File: src/rtl/fpga_cfg_pkg.sv
// Shared types and helpers for the CLB configuration path.
package fpga_cfg_pkg;

    typedef enum logic [2:0] {
        IDLE,
        KICK,
        STREAM,
        DRAIN,
        DONE,
        ERROR
    } t_cfg_seq_state;

    // Number of narrow slices carried by one host word.
    function automatic int cfg_ratio(input int in_w, input int out_w);
        return in_w / out_w;
    endfunction

endpackage

File: src/rtl/cfg_width_converter.sv
// Wide-to-narrow stream slicer: holds one host word and emits it MSB-first, OUT_W bits per beat.
module cfg_width_converter
    import fpga_cfg_pkg::*;
#(
    parameter int IN_W  = 8,
    parameter int OUT_W = 1
) (
    input  logic             clk,
    input  logic             rst_n,
    input  logic             flush,
    input  logic             enable,
    input  logic             stream_enable,
    input  logic [IN_W-1:0]  in_data,
    input  logic             in_valid,
    input  logic             in_last,
    output logic             in_ready,
    output logic [OUT_W-1:0] out_data,
    output logic             out_valid,
    output logic             out_last,
    input  logic             out_ready,
    output logic             empty
);

    localparam int RATIO = cfg_ratio(IN_W, OUT_W);
    localparam int CNT_W = $clog2(RATIO + 1);
    localparam logic [CNT_W-1:0] CNT_FULL = CNT_W'(RATIO);
    localparam logic [CNT_W-1:0] CNT_ONE  = CNT_W'(1);

    logic [IN_W-1:0]  word_q, word_d;
    logic [CNT_W-1:0] cnt_q, cnt_d;
    logic             last_q, last_d;
    logic             out_hs;
    logic             in_hs;

    always_comb begin
        out_valid = stream_enable && (cnt_q != '0);
        out_hs    = out_valid && out_ready;
        // Refill on the same cycle the final slice leaves, so words stream without a bubble.
        in_ready  = enable && ((cnt_q == '0) || ((cnt_q == CNT_ONE) && out_hs));
        in_hs     = in_ready && in_valid;
        out_data  = word_q[IN_W-1 -: OUT_W];
        out_last  = last_q && (cnt_q == CNT_ONE);
        empty     = (cnt_q == '0);

        word_d = word_q;
        cnt_d  = cnt_q;
        last_d = last_q;
        if (flush) begin
            word_d = '0;
            cnt_d  = '0;
            last_d = 1'b0;
        end else if (in_hs) begin
            word_d = in_data;
            cnt_d  = CNT_FULL;
            last_d = in_last;
        end else if (out_hs) begin
            word_d = word_q << OUT_W;
            cnt_d  = cnt_q - CNT_ONE;
        end
    end

    always_ff @(posedge clk or negedge rst_n) begin
        if (!rst_n) begin
            word_q <= '0;
            cnt_q  <= '0;
            last_q <= 1'b0;
        end else begin
            word_q <= word_d;
            cnt_q  <= cnt_d;
            last_q <= last_d;
        end
    end

endmodule

File: src/rtl/clb_cfg_sequencer.sv
// Sequences CLB configuration: kicks each CLB in turn, streams its slices, drains padding, then runs.
// Handshakes: a beat transfers on a cycle where both tvalid and tready are high.
module clb_cfg_sequencer
    import fpga_cfg_pkg::*;
#(
    parameter int NUM_CLBS             = 4,
    parameter int IN_DATA_WIDTH        = 8,
    parameter int BITSTREAM_DATA_WIDTH = 1
) (
    input  logic                            clk,
    input  logic                            rst_n,
    input  logic                            start,
    input  logic [IN_DATA_WIDTH-1:0]        host_bitstream_tdata,
    input  logic                            host_bitstream_tvalid,
    input  logic                            host_bitstream_tlast,
    output logic                            host_bitstream_tready,
    output logic [BITSTREAM_DATA_WIDTH-1:0] cfg_bitstream_tdata,
    output logic                            cfg_bitstream_tvalid,
    output logic                            cfg_bitstream_tlast,
    input  logic [NUM_CLBS-1:0]             cfg_bitstream_tready,
    output logic [NUM_CLBS-1:0]             cfg,
    input  logic [NUM_CLBS-1:0]             cfg_ready,
    output logic                            run,
    output logic                            busy,
    output logic                            error,
    output t_cfg_seq_state                  dbg_state
);

    if (IN_DATA_WIDTH % BITSTREAM_DATA_WIDTH != 0) begin : g_width_check
        $error("BITSTREAM_DATA_WIDTH must divide IN_DATA_WIDTH");
    end
    if (NUM_CLBS < 1) begin : g_clb_check
        $error("NUM_CLBS must be at least 1");
    end

    localparam int IDX_W = (NUM_CLBS > 1) ? $clog2(NUM_CLBS) : 1;
    localparam logic [IDX_W-1:0] LAST_IDX = IDX_W'(NUM_CLBS - 1);
    localparam logic [IDX_W-1:0] IDX_ONE  = IDX_W'(1);

    t_cfg_seq_state   state_q, state_d;
    logic [IDX_W-1:0] clb_idx_q, clb_idx_d;
    logic             beats_seen_q, beats_seen_d;
    logic             tlast_seen_q, tlast_seen_d;

    logic sel_tready;
    logic sel_cfg_ready;
    logic is_last_clb;
    logic conv_flush;
    logic conv_enable;
    logic conv_stream;
    logic conv_in_ready;
    logic conv_empty;
    logic host_hs;
    logic out_hs;

    cfg_width_converter #(
        .IN_W  (IN_DATA_WIDTH),
        .OUT_W (BITSTREAM_DATA_WIDTH)
    ) u_conv (
        .clk           (clk),
        .rst_n         (rst_n),
        .flush         (conv_flush),
        .enable        (conv_enable),
        .stream_enable (conv_stream),
        .in_data       (host_bitstream_tdata),
        .in_valid      (host_bitstream_tvalid),
        .in_last       (host_bitstream_tlast),
        .in_ready      (conv_in_ready),
        .out_data      (cfg_bitstream_tdata),
        .out_valid     (cfg_bitstream_tvalid),
        .out_last      (cfg_bitstream_tlast),
        .out_ready     (sel_tready),
        .empty         (conv_empty)
    );

    // Only the CLB currently being configured is listened to.
    always_comb begin
        sel_tready    = 1'b0;
        sel_cfg_ready = 1'b0;
        cfg           = '0;
        for (int i = 0; i < NUM_CLBS; i++) begin
            if (clb_idx_q == IDX_W'(i)) begin
                sel_tready    = cfg_bitstream_tready[i];
                sel_cfg_ready = cfg_ready[i];
                cfg[i]        = (state_q == KICK);
            end
        end
    end

    always_comb begin
        is_last_clb = (clb_idx_q == LAST_IDX);
        conv_stream = (state_q == STREAM);
        // Nothing past the end of the image is pulled into the shifter.
        conv_enable = ((state_q == KICK) || (state_q == STREAM)) && !tlast_seen_q;
        host_bitstream_tready = (state_q == DRAIN) ? !tlast_seen_q : conv_in_ready;
        host_hs = host_bitstream_tvalid && host_bitstream_tready;
        out_hs  = cfg_bitstream_tvalid && sel_tready;

        run       = (state_q == DONE);
        error     = (state_q == ERROR);
        busy      = (state_q == KICK) || (state_q == STREAM) || (state_q == DRAIN);
        dbg_state = state_q;
    end

    always_comb begin
        state_d      = state_q;
        clb_idx_d    = clb_idx_q;
        beats_seen_d = beats_seen_q;
        tlast_seen_d = tlast_seen_q || (host_hs && host_bitstream_tlast);
        conv_flush   = 1'b0;

        case (state_q)
            IDLE, DONE, ERROR: begin
                if (start) begin
                    state_d      = KICK;
                    clb_idx_d    = '0;
                    tlast_seen_d = 1'b0;
                    conv_flush   = 1'b1;
                end
            end
            KICK: begin
                state_d      = STREAM;
                beats_seen_d = 1'b0;
            end
            STREAM: begin
                if (out_hs) begin
                    beats_seen_d = 1'b1;
                end
                // A ready left over from an earlier load only counts once this CLB took a beat.
                if (sel_cfg_ready && beats_seen_q) begin
                    if (is_last_clb) begin
                        state_d    = DRAIN;
                        conv_flush = 1'b1;
                    end else begin
                        clb_idx_d = clb_idx_q + IDX_ONE;
                        state_d   = KICK;
                    end
                end else if (tlast_seen_q && conv_empty && !is_last_clb) begin
                    state_d = ERROR;
                end
            end
            DRAIN: begin
                if (tlast_seen_q || (host_hs && host_bitstream_tlast)) begin
                    state_d = DONE;
                end
            end
            default: state_d = IDLE;
        endcase
    end

    always_ff @(posedge clk or negedge rst_n) begin
        if (!rst_n) begin
            state_q      <= IDLE;
            clb_idx_q    <= '0;
            beats_seen_q <= 1'b0;
            tlast_seen_q <= 1'b0;
        end else begin
            state_q      <= state_d;
            clb_idx_q    <= clb_idx_d;
            beats_seen_q <= beats_seen_d;
            tlast_seen_q <= tlast_seen_d;
        end
    end

endmodule
File: config.mk
export PLATFORM = sky130hd
export DESIGN_NAME = clb_cfg_sequencer
export DESIGN_NICKNAME = d
export VERILOG_FILES = /design/src/rtl/fpga_cfg_pkg.sv /design/src/rtl/cfg_width_converter.sv /design/src/rtl/clb_cfg_sequencer.sv
export SDC_FILE = /design/constraint.sdc
export NUM_CORES = 1
export LEC_CHECK = 0
export ABC_AREA = 1
export CAP_MARGIN = 20
export CORE_ASPECT_RATIO = 0.9
export CORE_MARGIN = 2
export CORE_UTILIZATION = 49
export CTS_CLUSTER_SIZE = 24
export DETAILED_ROUTE_END_ITERATION = 12
export PLACE_DENSITY = 0.9
export SYNTH_ARGS = -nofsm -noshare
export SYNTH_HDL_FRONTEND = slang
export SYNTH_SLANG_ARGS = --single-unit
File: constraint.sdc
create_clock -name clk -period 1.92 [get_ports clk]
set_input_delay 0.384 -clock clk [delete_from_list [all_inputs] [get_ports clk]]
set_output_delay 0.384 -clock clk [all_outputs]
set_load 0.02 [all_outputs]
==> results.yml, run 1 <==
run_status:
  status: "complete, but fails checks"
  violations: "setup timing"
power:
  intPower_uw: 1690
  p_seq_frac: 0.213
  combPwrFrac: 0.724
  power.leakage_uw: 0.00115
  power_uw: 3180
  power_density_nw_per_um2: 1400
  vdd.ir_drop.worst_uv: 724
  clkPwrFrac: 0.064
  swShare: 0.470
  switching_power_uw: 1500
critical_path:
  path_class: "register to output port"
  cp-start-kind: "register"
  critical_path.top_delay_family: "simple AND/OR/NAND/NOR gates"
  critPathBufInv: 3
  path_cells: "inv_2 -> ha_4 -> inv_2 -> nor3_1 -> nand3_2 -> nand2_4 -> nand2_4 -> o21ai_4 -> buf_6"
  critPathSlowestCell: "dfrtp_1"
  crit_path_start: "u_conv.cnt_q[1]"
  cp.depth: 9
  r2r_setup_slack_ns: -0.23
  r2r_cells: 14
  cp.required_ns: 1.54
  reg2reg_from: "u_conv.cnt_q[1]"
  crit_path_end_kind: "output port"
  critPathMaxStageDelay_ns: 0.42
  path_max_fanout: 3
  cp.arrival_ns: 1.85
global_route:
  grt_pass1_vias: 1481
  track_usage: 0.246
  grt_pass1_wl_um: 6070
  grt_max_degree: 21
  overflow: 0
  grt_antenna_before_repair: 0
yosys:
  synth_area_um2: 1390
  synth_cell_type_count: 26
  yosysWarningCount: 0
  ys_ff_latch: 20
  avgSynthCellArea_um2: 7.06
  synth_cells: 197
  yosys-top-cells-area: "dfrtp_1, nand2_1, inv_1"
  yosysSeqAreaShare: 0.360
  synth_top_area_frac: 0.360
  syn-num-nets: 225
  synth.largest_area_cell: "dfrtp_1"
drt:
  wl_per_cell_um: 13.1
  top_layer: "met4"
  wl_met1_um: 1670
  drc: 0
  wl_met2_um: 2130
  num_vias: 1597
  vias_per_cell: 5.09
  first_iter_violations: 43
  wl_met3_um: 207
  routed_wl_um: 4110
  drt_pre_antenna_iters: 4
  ant_nets: 0
die:
  die_w_um: 60.1
  die_height_um: 54.5
  initial_core_util: 0.510
  rows: 18
  ioPinCount: 35
  dieArea_um2: 3280
  core_area_um2: 2730
cells_and_area:
  fin_area_um2: 2270
  postLayoutCoreUtil: 0.832
  fillers: 164
  drive_gt1_frac: 0.376
  syn2layout_area_growth_pct: 63.1
  n_antenna_cell: 0
  nets: 304
sta:
  tightest_slew_ns: 0.337
  setup_viol: 14
  fin_worst_skew_ns: 0.00284
  hold_viol: 0
  period_needed_ns: 2.24
  setup_tns_ns: -2.31
  max_freq_ghz: 0.447
  max_slew_margin: 0.774
  drv_slew: 0
  rsz0062_at_grt: "yes"
  timing.final.ws_setup_ns: -0.316
  post-route-period-util: 1.16
clocking:
  cts_buffers: 3
  hold_buffers: 0
  clock_path_buffers: 2
  clkTransAtPathRegs_ns: 0.11
  cts_tree: "built"
  cts-root-buf: "clkbuf_4"
  clkSinkCount: 20
  ctsHtreeMaxLevel: 1
  clock_latency_ns: 0.30
placed_design:
  dpl.hpwl_um: 2740
  place.gp.congestion: 0.781
  placed_cell_area_um2: 2020
  io_buffers: 34
  post-place-ws_ns: -0.568
job:
  maxCapViolCount: 0
min_path:
  min_path_type: "input port to async pin"
==> cell usage in the layout (no fill, tap or decap), types with 4 or more instances in the layout <==
cell             count
dfrtp_1             17
ha_4                 5
nand2_2              7
buf_6                7
o21ai_0              4
inv_2                9
inv_1               18
nor2_1              14
nand2_1             66
a21oi_1              4
nand3_1              7
clkdlybuf4s50_1     24
nand2_4              4
nand4_1             10
buf_4               38
==> worst reg2reg max path, stage by stage (launching register included) <==
cell	delay (ns)
dfrtp_1	0.42
inv_2	0.12
ha_4	0.14
inv_2	0.04
nor3_1	0.25
nand3_2	0.18
nand2_4	0.12
buf_4	0.11
buf_6	0.09
nand3_4	0.11
buf_4	0.17
buf_4	0.13
nand3_1	0.06
nand2_1	0.06
nand2_1	0.07
==> final cells by class <==
type                       instances  area, µm²  share of cell area
clock buffer                       3       22.5             0.00993
inverter                          29        114              0.0502
multi-input combinational        146        922               0.407
sequential                        20        504               0.222
tap                               40       50.0              0.0221
timing repair buffer              76        654               0.289
==> what timing repair did <==
| action | CTS | global route |
|---|---|---|
| pin swaps | 1 | 11 |
| gates resized for setup | 43 | 51 |
| setup buffers | 1 | 8 |
| endpoints found under the setup margin | 21 | 23 |
| gates cloned | 0 | 0 |
==> cell families (layout without fill, tap and decap cells) <==
| family | count (synthesis) | after routing | synth area share |
|---|---|---|---|
| compound gates | 18 | 18 | 0.0846 |
| fa+ha+maj | 7 | 7 | 0.0630 |
| simple gates | 120 | 120 | 0.396 |
| flops | 20 | 20 | 0.360 |
| buf+inv | 31 | 108 | 0.0900 |
| xor+xnor | 1 | 1 | 0.00630 |
==> flip-flops by register name (all words and copies together), names as in the netlist <==
| name | count |
|---|---|
| beats_seen_q | 1 |
| clb_idx_q | 2 |
| dbg_state | 3 |
| tlast_seen_q | 1 |
| u_conv.cnt_q | 4 |
| u_conv.last_q | 1 |
| u_conv.word_q | 8 |
==> path summary, 6_finish.rpt <==
check                                   endpoint
hold reg to reg                 u_conv.word_q[0]
setup reg to reg                 u_conv.cnt_q[3]
hold / removal                  u_conv.word_q[4]
max in group asynchronous           dbg_state[0]
min in group clk                u_conv.word_q[0]
setup / recovery           host_bitstream_tready
==> cell usage after synthesis <==
library cell	instances
nor2_4	2
or2_2	1
nor2_2	1
nand2_1	73
o211ai_1	1
nand2_4	1
nand2_2	3
nor3_1	1
a21oi_4	2
buf_6	1
a21oi_1	6
nor4_1	1
nor2_1	16
xor2_1	1
nand4_1	10
o21ai_0	4
nand3_1	8
nand3_2	2
o21ai_1	4
buf_2	1
ha_1	7
o31ai_1	1
dfrtp_1	20
inv_1	25
nand3_4	1
inv_2	4
==> power by group through the flow <==
stage	clock network, µW	logic [µW]	registers [µW]
floorplan	0	1010	710
detailed placement	0	1920	660
global route	226	2510	690
finish	202	2300	677
CTS	203	1940	657
global placement	0	1860	656
==> per-stage QoR <==
step	hold slack, ns	cells
final	0.415	314
after global routing	0.433	314
after CTS	0.423	306
after detailed placement	0.463	302
after global placement	0.463	302
after floorplan	0.0884	197
==> routing by layer <==
layer | GRT usage | vias to the layer above
met5 | 0 | -
met4 | 0.0741 | 0
met3 | 0.0378 | 12
met2 | 0.471 | 53
met1 | 0.282 | 752
li1 | - | 780
Power figures use the tool's default switching activity.
==> inputs of run 2 (changes only) <==
- CAP_MARGIN: 20 -> 30
==> results of run 2 <==
The final DEF is identical to that of run 1; final timing and power are the same.
